`src/rtl/ones4_ctrl.sv`:
```
// ones4_ctrl: Moore controller sequencing the load/clear/scan of the ones-count datapath.
module ones4_ctrl #(
  parameter int WIDTH = 8,
  localparam int ITW = $clog2(WIDTH + 1)
) (
  input  logic Clock,
  input  logic Reset,
  input  logic Start,
  input  logic Nd0,
  input  logic N0d0,
  output logic MuxN,
  output logic LoadN,
  output logic MuxC,
  output logic LoadC,
  output logic Out,
  output logic Busy,
  output logic Done
);
  typedef enum logic [2:0] {S_IDLE, S_INIT, S_TEST, S_INC, S_SHIFT, S_OUT} state_t;
  state_t state, nxt;
  logic [ITW-1:0] it;
  logic [6:0] outs, dec;
  always_comb begin
    nxt = S_IDLE;
    case (state)
      S_IDLE:  nxt = Start ? S_INIT : S_IDLE;
      S_INIT:  nxt = S_TEST;
      S_TEST:  nxt = Nd0 ? S_OUT : N0d0 ? S_INC : S_SHIFT;
      S_INC:   nxt = S_SHIFT;
      S_SHIFT: nxt = (it == ITW'(WIDTH - 1)) ? S_OUT : S_TEST;
      S_OUT:   nxt = Start ? S_OUT : S_IDLE;
      default: nxt = S_IDLE;
    endcase
  end
  // {MuxN, LoadN, MuxC, LoadC, Out, Busy, Done}, decoded from the next state so the
  // registered copy always matches the state register.
  always_comb begin
    dec = '0;
    case (nxt)
      S_INIT:  dec = 7'b1111010;
      S_TEST:  dec = 7'b0000010;
      S_INC:   dec = 7'b0001010;
      S_SHIFT: dec = 7'b0100010;
      S_OUT:   dec = 7'b0000101;
      default: dec = '0;
    endcase
  end
  always_ff @(posedge Clock) begin
    if (Reset) begin
      state <= S_IDLE;
      it    <= '0;
      outs  <= '0;
    end else begin
      state <= nxt;
      outs  <= dec;
      if (state == S_INIT) it <= '0;
      else if (state == S_SHIFT) it <= it + 1'b1;
    end
  end
  assign {MuxN, LoadN, MuxC, LoadC, Out, Busy, Done} = outs;
endmodule

```
`config.mk`:
```
export PLATFORM = sky130hd
export DESIGN_NAME = ones4_ctrl
export DESIGN_NICKNAME = d
export VERILOG_FILES = /design/src/rtl/ones4_ctrl.sv
export SDC_FILE = /design/constraint.sdc
export NUM_CORES = 1
export LEC_CHECK = 0
export ABC_AREA = 1
export BUFFER_PORTS_ARGS = -buffer_cell sky130_fd_sc_hd__buf_2
export CORE_MARGIN = 2
export CORE_UTILIZATION = 35
export CTS_CLUSTER_SIZE = 28
export DETAILED_ROUTE_END_ITERATION = 6
export PLACE_DENSITY = 0.51
export SYNTH_ARGS = -nofsm -noshare
export SYNTH_HDL_FRONTEND = slang
export SYNTH_SLANG_ARGS = --single-unit
```
`constraint.sdc`:
```
create_clock -name Clock -period 1.3 [get_ports Clock]
set_input_delay 0.195 -clock Clock [delete_from_list [all_inputs] [get_ports Clock]]
set_output_delay 0.195 -clock Clock [all_outputs]
set_load 0.05 [all_outputs]
```
==> results.md, run 1 <==
* Post-synth top flop: dfxtp_1
* Critical R2R Launch: state[1]$_SDFF_PP0_
* Register area at approximately 240 um^2
* Port bufs at 11
* Vias in the first global route at 423
* Worst-path maximum fanout at 6
* Initial antenna violation count at 0
* Final Cycle Share at between 90% and 100%
* Post-DP HPWL at 758 um
* Reg2reg setup slack at between 90 and 100 ps
* Max VDD drop at 0.446 mV
* Synth area leaders: dfxtp_1 (44%), nand2_1 (12%), inv_1 (8.9%), nor2_1 (8.2%), nand3_1 (7.3%)
* Top cell type's share of synthesized area at a little over two fifths
* Power Density at 1330 nW/um^2
* Worst Hold Depth at 2
* Final-stage net count at 101
* H-tree depth at 1
* Diode count at 0
* Vias/cell at between 4 and 5
* First-pass DRT Iterations at 4
* Die Y at 43.7 um
* Status: completed
* Post-synth ARST share at 0%
* Worst path arrival time at between 1000 and 1500 ps
* Slew HR at about four fifths
* Area Overhead vs Synth at 27.3%
* Leakage power at 0.000333 uW
* CTS root buf: clkbuf_4
* Final Hold Fails at 0
* Setup violations, final at 0
* Biggest area consumer among synthesized cells: dfxtp_1
* Sequential Power Share at between 40% and 50%
* Core ar. at around 1500 um^2
* Largest net degree at the start of global routing at 8
* Final wirelength at 1.04 mm
* CP Cell Sequence: nor2_4, nand2_2, inv_2, nand2_1, nor2_1, xor2_1, nor2_1
* Crit path time final at around 1200 ps
* NetSw at between 300 and 400 uW
* Clock Skew at around 2.9 ps
* Fmax at approximately 830 MHz
* Global-route wire length before repair at 1.68 mm
* Worst EP required at between 1000 and 1500 ps
* Post-Layout Cell Count at 110
* MaxCap Viol Count at 0
* CP Class: register to register
* #FFs+latches synth at 12
* Footprint of the multi-input gates at 287 um^2
* RePlAce Congestion at 0.750
* DIE WIDTH at between 40 and 50 um
* Hold crit path type: primary input to register
* Filler cells at approximately 150
* Wire length per cell at between 9 and 10 um
* Clock power share at 31.9%
* CTS tree: done
* Synth cell count leaders: nand2_1 (17), inv_1 (13), dfxtp_1 (12), nor2_1 (12), nand3_1 (8)
* Via count at roughly 500
* Top cell by count, worst path: nor2_1
* Final global-route overflow total at 0
* Worst R2R Path Depth at 7
* Worst skew pair latency at approximately 270 ps
* Layout cells sized above 1 at approximately a third
* Worst path max stage delay at ~370 ps
* Design Power at 933 uW
* FP Rows at 14
* Num ports at 12
* Sw frac at 32.9%
* Synth Warn # at 0
* Post-synth EDFFs at 0
* Top-count cell post-synth: nand2_1
* Max Buffers Root-to-Sink at 2
* Min Hold Slack at around 120 ps
* Hold Path End: outs[4]$_SDFF_PP0_
* Postcts setup bufs at 0
* Synth Area per Inst at just under 7 um^2
* Hold Startpoint: Reset
* Dpl cells at approximately 110
* Logic pwr share at between 20% and 30%
* Final ANT Viol Nets at 0
* Sink Count at 12
* Initial Util at 37.0%
* Detailed Route Iter0 Violations at 9
* DIE AREA at roughly 1900 um^2
* CP Capture Type: register
* CTS buffer count at 3
* Hold_buf cts at 0
* Total Routing Usage GR at around an eighth
* Syn nets at 86
* Residual DRC at 0
* Cell-internal power at 626 uW
* Crit path launch type: register
* Mapped Area at 551 um^2
* Final Max Slew Viols at 0
* Clock-pin slew on the worst setup and hold paths at approximately 80 ps
* Setup TNS at 0 ps
* Cells after Synth at 80
* Netlist cell types at 16
* Worst r2r dst: it[3]$_SDFFE_PP0N_
* Worst-Margin Slew at about 280 ps
* Slowest CP cell: dfxtp_2
* Sequential-to-total area share from yosys stat at between 40% and 50%
* RSZ-0062 raised after global routing: false
-- stage by stage --
step	utilization, %	worst slack [ps]	area (um^2)
2_1_floorplan	-	149	551
3_3_place_gp	41.5	89.7	618
3_5_place_dp	41.5	56.4	618
4_1_cts	43.9	48.3	654
5_1_grt	47.1	1.65	701
6_report	47.1	97.3	701
-- critical path: cells and delay by family (launching register included) --
kind | cells | cell delay [ps]
flops | 1 | 370
buf+inv | 1 | 100
simple gates | 5 | 470
xor+xnor | 1 | 160
-- kinds of logic (layout without fill, tap and decap cells) --
family / after synthesis / in the layout / synth area share [%]
XOR/XNOR: 1 / 1 / 1.59
AO/OA/AOI/OAI: 5 / 5 / 4.54
buffers and inverters: 16 / 30 / 12.3
adder cells (fa/ha/maj): 1 / 1 / 2.27
flip-flops: 12 / 12 / 43.6
AND/OR/NAND/NOR: 45 / 45 / 35.7
-- area by class of cell --
type | count | area share (%)
multi-input cells | 52 | 40.9
flip-flops and latches | 12 | 34.6
repair buffers | 12 | 8.93
inverters | 14 | 7.50
clock buffers | 4 | 5.18
well taps | 16 | 2.86
-- power groups by stage --
stage	sequential, uW	clock, uW	combinational, uW
2_1_floorplan	482	0	105
3_3_place_gp	420	0	209
3_5_place_dp	420	0	209
4_1_cts	412	305	209
5_1_grt	419	328	246
6_report	416	297	219
-- worst max-delay path by stage --
| stage | endpoint | from | depth (start not counted) |
|---|---|---|---|
| floorplan | outs[1]$_SDFF_PP0_ | it[0]$_SDFFE_PP0N_ | 8 |
| global placement | outs[1]$_SDFF_PP0_ | it[0]$_SDFFE_PP0N_ | 8 |
| detailed placement | outs[1]$_SDFF_PP0_ | it[0]$_SDFFE_PP0N_ | 8 |
| CTS | outs[1]$_SDFF_PP0_ | it[0]$_SDFFE_PP0N_ | 8 |
| global route | outs[1]$_SDFF_PP0_ | state[0]$_SDFF_PP0_ | 9 |
| finish | it[3]$_SDFFE_PP0N_ | state[1]$_SDFF_PP0_ | 7 |
-- layout by cell type, fill, tap and decap left out, drive strengths merged --
cell type,Yosys,layout
dfxtp,12,12
ha,1,1
nand3,8,8
a21oi,2,2
inv,14,14
nand2,18,18
xor2,1,1
nor3,3,3
nor2,15,15
buf,2,12
clkbuf,0,4
nor3b,1,1
o21ai,3,3
-- flip-flops by register name, summed over array words and instances, names as in the netlist --
register / count
state: 3
outs: 5
it: 4
-- per-layer routing --
layer | GRT usage, % | up-vias | wire length (um)
met5 | 0 | - | 0
li1 | - | 272 | -
met2 | 17.9 | 12 | 480
met1 | 15.5 | 216 | 486
met4 | 9.09 | 0 | 10
met3 | 3.75 | 2 | 59
-- repair_timing --
item	in CTS	in global routing
hold endpoints to repair	0	0
gates resized for setup	0	11
setup endpoints to repair	0	5
Power figures use the tool's default switching activity.
==> run 2, diff against run 1 <==
- BUFFER_PORTS_ARGS: -buffer_cell sky130_fd_sc_hd__buf_2 -> not set
- CAP_MARGIN: not set -> 20
- CORE_AREA: not set -> 2 2 39 41
- CORE_MARGIN: 2 -> not set
- CORE_UTILIZATION: 35 -> not set
- DIE_AREA: not set -> 0 0 41 43
- DONT_BUFFER_PORTS: not set -> 1
- PLACE_DENSITY: 0.51 -> 0.52
==> run 2 against run 1 <==
Against the previous run: sequential share of layout area increased by 2.8 points; critical path depth unchanged; flip-flop and latch count unchanged; combinational power decreased by 35%; fmax increased by 1.1%; clock skew about the same; utilization decreased by 0.49 points; die area decreased by 7.5%; worst setup slack improved by 13 ps; critical path type unchanged; largest cell class unchanged.
==> results.md, run 2 (synthesis results as in run 1) <==
* First-pass DRT Iterations at 4
* Vias/cell at 4.60
* H-tree depth at 1
* Worst skew pair latency at 280 ps
* Vias in the first global route at ~380
* Biggest register: outs
* Setup violations, final at 0
* Final ANT Viol Nets at 0
* CP bufs+invs at 1
* Layout cells sized above 1 at around a fifth
* Crit path time final at roughly 1200 ps
* Worst-path maximum fanout at 6
* Register area at around 240 um^2
* CP Class: register to register
* Hold crit path type: primary input to register
* Max Buffers Root-to-Sink at 2
* Initial antenna violation count at 0
* Crit-path leading delay family: simple AND/OR/NAND/NOR gates
* Fmax at around 840 MHz
* Largest net degree at the start of global routing at 8
* Slowest CP cell: dfxtp_1
* Num ports at 12
* Final Hold Fails at 0
* Final wirelength at 985 um
* Clock-pin slew on the worst setup and hold paths at about 80 ps
* Slew HR at between 60% and 70%
* CTS root buf: clkbuf_4
* Hold Path End: outs[1]$_SDFF_PP0_
* CTS tree: done
* CP Cell Sequence: nor2_2, nand2_2, inv_2, nand2_1, nor2_1, xor2_1, nor2_1
* Worst Hold Depth at 3
* Largest register FFs at 5
* Commonest non-fill, non-tap cell in the layout: nand2_1
* Status: completed
* Power Density at 1410 nW/um^2
* Wire length per cell at 9.66 um
* Sink Count at 12
* Critical R2R Launch: state[1]$_SDFF_PP0_
* Postcts setup bufs at 0
* Diode count at 0
* Initial Util at 39.8%
* Footprint of the multi-input gates at about 260 um^2
* Most frequent cells in the layout: nand2_1 (17), inv_1 (13), nor2_1 (11), dfxtp_1 (11), nand3_1 (7)
* Final Max Slew Viols at 0
* Worst R2R Path Depth at 7
* Die Y at 43 um
* Total Routing Usage GR at between 10 and 15%
* Worst-Margin Slew at approximately 470 ps
* Worst path max stage delay at roughly 370 ps
* Residual DRC at 0
* Final Cycle Share at around 91%
* Leakage power at between 0.0002 and 0.0003 uW
* Area Overhead vs Synth at 17.0%
* Port bufs at 0
* CP Capture Type: register
* Hold Startpoint: Reset
* CTS buffer count at 3
* Crit path launch type: register
* Final global-route overflow total at 0
* Filler cells at between 100 and 150
* Design Power at 907 uW
* Top cell by count, worst path: nor2_1
* Worst r2r dst: it[3]$_SDFFE_PP0N_
* Setup TNS at 0 ps
* Core ar. at ~1400 um^2
* Reg2reg setup slack at approximately 110 ps
* MaxCap Viol Count at 0
* RePlAce Congestion at ~0.74
* Max VDD drop at 0.753 mV
* DIE WIDTH at roughly 41 um
* Global-route wire length before repair at between 1.5 and 2 mm
* Post-DP HPWL at approximately 770 um
* Final-stage net count at 93
* Worst path arrival time at roughly 1400 ps
* Via count at ~470
* Detailed Route Iter0 Violations at 7
* Clock Skew at between 3 and 4 ps
* DIE AREA at 1760 um^2
* FP Rows at 14
* Worst EP required at roughly 1500 ps
* Regs by FF count: outs: 5 flops, it: 4 flops, state: 3 flops
[run 2: cell count changes in the layout (fill, tap and decap cells not counted), sizes merged]
cell and change:
dlygate4sd3 +1, buf -9
[run 2: layout make-up]
class                           count  area share [%]
Tap cell                           16            3.11
Timing Repair Buffer                4            5.05
Sequential cell                    12            37.5
Clock buffer                        4            5.63
Inverter                           14            8.16
Multi-Input combinational cell     52            40.6
[run 2: timing repair]
action                                  in CTS  in global routing
endpoints found under the setup margin       1                  6
hold endpoints to repair                     3                  0
resized for setup                            1                  5
hold buffers                                 1                  0
pin swaps                                    0                  1
[run 2: report_power, final]
group / internal, uW / leakage, uW / switching, uW
logic: 43.5 / 0.000171 / 99.4
clock network: 170 / 0.0000210 / 131
registers: 396 / 0.0000985 / 67.3
total: 610 / 0.000290 / 298
[run 2: worst register-to-register path, cell delays in order (launching register included)]
cell and delay [ps]:
dfxtp_1 370, nor2_2 130, nand2_2 90, inv_2 100, nand2_1 70, nor2_1 120, xor2_1 160, nor2_1 50
[run 2: worst max path at each step]
stage / depth (start not counted) / slack, ps / endpoint / from
after floorplan: 8 / 150 / outs[1]$_SDFF_PP0_ / it[0]$_SDFFE_PP0N_
after global placement: 8 / 30 / outs[1]$_SDFF_PP0_ / it[0]$_SDFFE_PP0N_
after detailed placement: 8 / 10 / outs[1]$_SDFF_PP0_ / it[0]$_SDFFE_PP0N_
after CTS: 8 / 10 / outs[1]$_SDFF_PP0_ / it[0]$_SDFFE_PP0N_
after global routing: 7 / -6 / it[3]$_SDFFE_PP0N_ / state[1]$_SDFF_PP0_
final: 7 / 110 / it[3]$_SDFFE_PP0N_ / state[1]$_SDFF_PP0_
[run 2: metal layers]
layer / global-route usage, % / wire length, um / up-vias
li1: - / - / 258
met3: 7.33 / 42 / 5
met5: 0 / 0 / -
met2: 17.2 / 438 / 7
met1: 17.5 / 475 / 199
met4: 10.0 / 29 / 0
[run 2: metrics by stage]
step | utilization (%) | setup WS, ps | hold slack, ps | cell area [um^2] | cells
finish | 46.6 | 111 | 114 | 644 | 102
global route | 46.6 | -5.55 | 125 | 644 | 102
CTS | 45.3 | 13.1 | 118 | 627 | 102
detailed placement | 41.8 | 14.6 | 270 | 578 | 97
global placement | 41.8 | 33.6 | 268 | 578 | 97
floorplan | - | 149 | 267 | 551 | 80
==> run 3, diff against run 2 <==
- PLACE_DENSITY: 0.52 -> not set
==> run 3 against run 2 <==
Against the previous run: count of clock-buffer cells in the layout is 1 lower; cell area up 0.19%; power down 7.0%; critical path type unchanged; highest routed layer unchanged.
==> results.md, run 3 (synthesis results as in run 1) <==
* NetSw at a little under 300 uW
* Initial antenna violation count at 0
* DIE AREA at around 1800 um^2
* Min Hold Slack at about 130 ps
* Placed instance area at ~570 um^2
* Leakage power at between 0.0002 and 0.0003 uW
* Final ANT Viol Nets at 0
* Core ar. at between 1000 and 1500 um^2
* Sink Count at 12
* CP Class: register to register
* Most frequent cells in the layout: nand2_1 (17), inv_1 (13), nor2_1 (11)
* Crit path launch type: register
* Reg2reg setup slack at between 90 and 100 ps
* Die Y at 43 um
* CTS root buf: clkbuf_4
* Crit path time final at roughly 1200 ps
* DIE WIDTH at approximately 41 um
* Final global-route overflow total at 0
* Max VDD drop at 0.565 mV
* Commonest non-fill, non-tap cell in the layout: nand2_1
* Design Power at 844 uW
* Residual DRC at 0
* Largest net degree at the start of global routing at 7
* Biggest register: outs
* Largest register FFs at 5
* Worst path arrival time at ~1400 ps
* Clock Skew at between 3 and 4 ps
* CTS tree: done
* Sw frac at 34.8%
* MaxCap Viol Count at 0
* Clock-pin slew on the worst setup and hold paths at roughly 70 ps
* Slew HR at 68.5%
* Worst R2R Path Depth at 8
* Hold Path End: outs[1]$_SDFF_PP0_
* Logic pwr share at between 10% and 20%
* Final Hold Fails at 0
* Sequential Power Share at roughly 55%
* Regs by FF count: outs: 5 flops, it: 4 flops, state: 3 flops
* CTS buffer count at 3
* Via count at slightly below 500
* Max Buffers Root-to-Sink at 2
* Worst r2r dst: outs[1]$_SDFF_PP0_
* Status: completed
* First-pass DRT Iterations at 4
* Final Cycle Share at between 90 and 100%
* Layout cells sized above 1 at between 20% and 30%
* H-tree depth at 1
* CP Capture Type: register
* Wire length per cell at about 11 um
* Post-DP HPWL at approximately 760 um
* Hold Startpoint: Reset
* Final-stage net count at between 90 and 100
* Global-route wire length before repair at about 1.7 mm
* Final Max Slew Viols at 0
* RePlAce Congestion at between 0.7 and 0.8
* Design area at around 650 um^2
* Initial Util at 39.8%
* Fmax at between 800 and 900 MHz
* Worst Hold Depth at 3
* Power Density at 1310 nW/um^2
* Detailed Route Iter0 Violations at 6
* Diode count at 0
* Worst-path maximum fanout at 3
* Cell-internal power at around 550 uW
* Hold crit path type: primary input to register
* Final wirelength at between 1 and 1.5 mm
* Worst-Margin Slew at 472 ps
* Setup violations, final at 0
* Area Overhead vs Synth at 17.3%
* Clock power share at between 20% and 30%
* Worst EP required at ~1500 ps
* Critical R2R Launch: it[0]$_SDFFE_PP0N_
* Num ports at 12
* FP Rows at 14
* Total Routing Usage GR at 14.9%
* Setup TNS at 0 ps
* Worst skew pair latency at 270 ps
* Vias/cell at between 4 and 5
* Vias in the first global route at 407
* Port bufs at 0
==> run 3: routing by layer <==
metal / share of wire, % / global-route usage (%) / vias up
met5: 0 / 0 / -
met4: 3.4 / 12.0 / 0
met2: 47 / 18.8 / 9
li1: - / - / 255
met3: 4.4 / 6.28 / 5
met1: 45 / 19.0 / 218
==> run 3: worst max-delay path by stage <==
stage	cells after the start	startpoint	end	slack (ps)
global placement	8	it[0]$_SDFFE_PP0N_	outs[1]$_SDFF_PP0_	70
floorplan	8	it[0]$_SDFFE_PP0N_	outs[1]$_SDFF_PP0_	150
finish	8	it[0]$_SDFFE_PP0N_	outs[1]$_SDFF_PP0_	100
detailed placement	8	it[0]$_SDFFE_PP0N_	outs[1]$_SDFF_PP0_	50
global route	9	state[0]$_SDFF_PP0_	outs[1]$_SDFF_PP0_	-5
CTS	8	it[0]$_SDFFE_PP0N_	outs[1]$_SDFF_PP0_	20
==> run 3: power groups by stage <==
stage | combinational, uW | sequential [uW] | clock, uW
after detailed placement | 138 | 471 | 0
after floorplan | 105 | 482 | 0
after global routing | 172 | 469 | 252
after CTS | 142 | 462 | 235
after global placement | 137 | 470 | 0
final | 152 | 464 | 228
==> run 3: worst max-delay path, cell delays in order, from the launching register on <==
cell     delay, ps
dfxtp_2        370
ha_4           150
nand3_2         90
nand2_1         80
nand2_1         70
nor2_2         140
nand3_1        100
nand2_1         60
inv_1           30
==> run 3: repair_timing <==
action | 4_1_cts | 5_1_grt
hold endpoints to repair | 3 | 0
endpoints found under the setup margin | 0 | 5
gates resized for setup | 0 | 11
hold buffers | 1 | 0
buffers inserted | 0 | 0
==> run 3: cell type report <==
| type | instances | area [um^2] |
|---|---|---|
| fillers | 157 | 738 |
| multi-input cells | 52 | 282 |
| flip-flops and latches | 12 | 244 |
| inverters | 14 | 52.6 |
| repair buffers | 3 | 25.0 |
| clock buffers | 3 | 22.5 |
| well taps | 16 | 20.0 |
==> run 3: through the flow <==
step | worst slack, ps | util [%] | std cells
2_1_floorplan | 149 | - | 80
3_3_place_gp | 69.8 | 41.2 | 96
3_5_place_dp | 53.7 | 41.2 | 96
4_1_cts | 21.7 | 43.6 | 100
5_1_grt | -4.71 | 46.7 | 100
6_report | 95.2 | 46.7 | 100
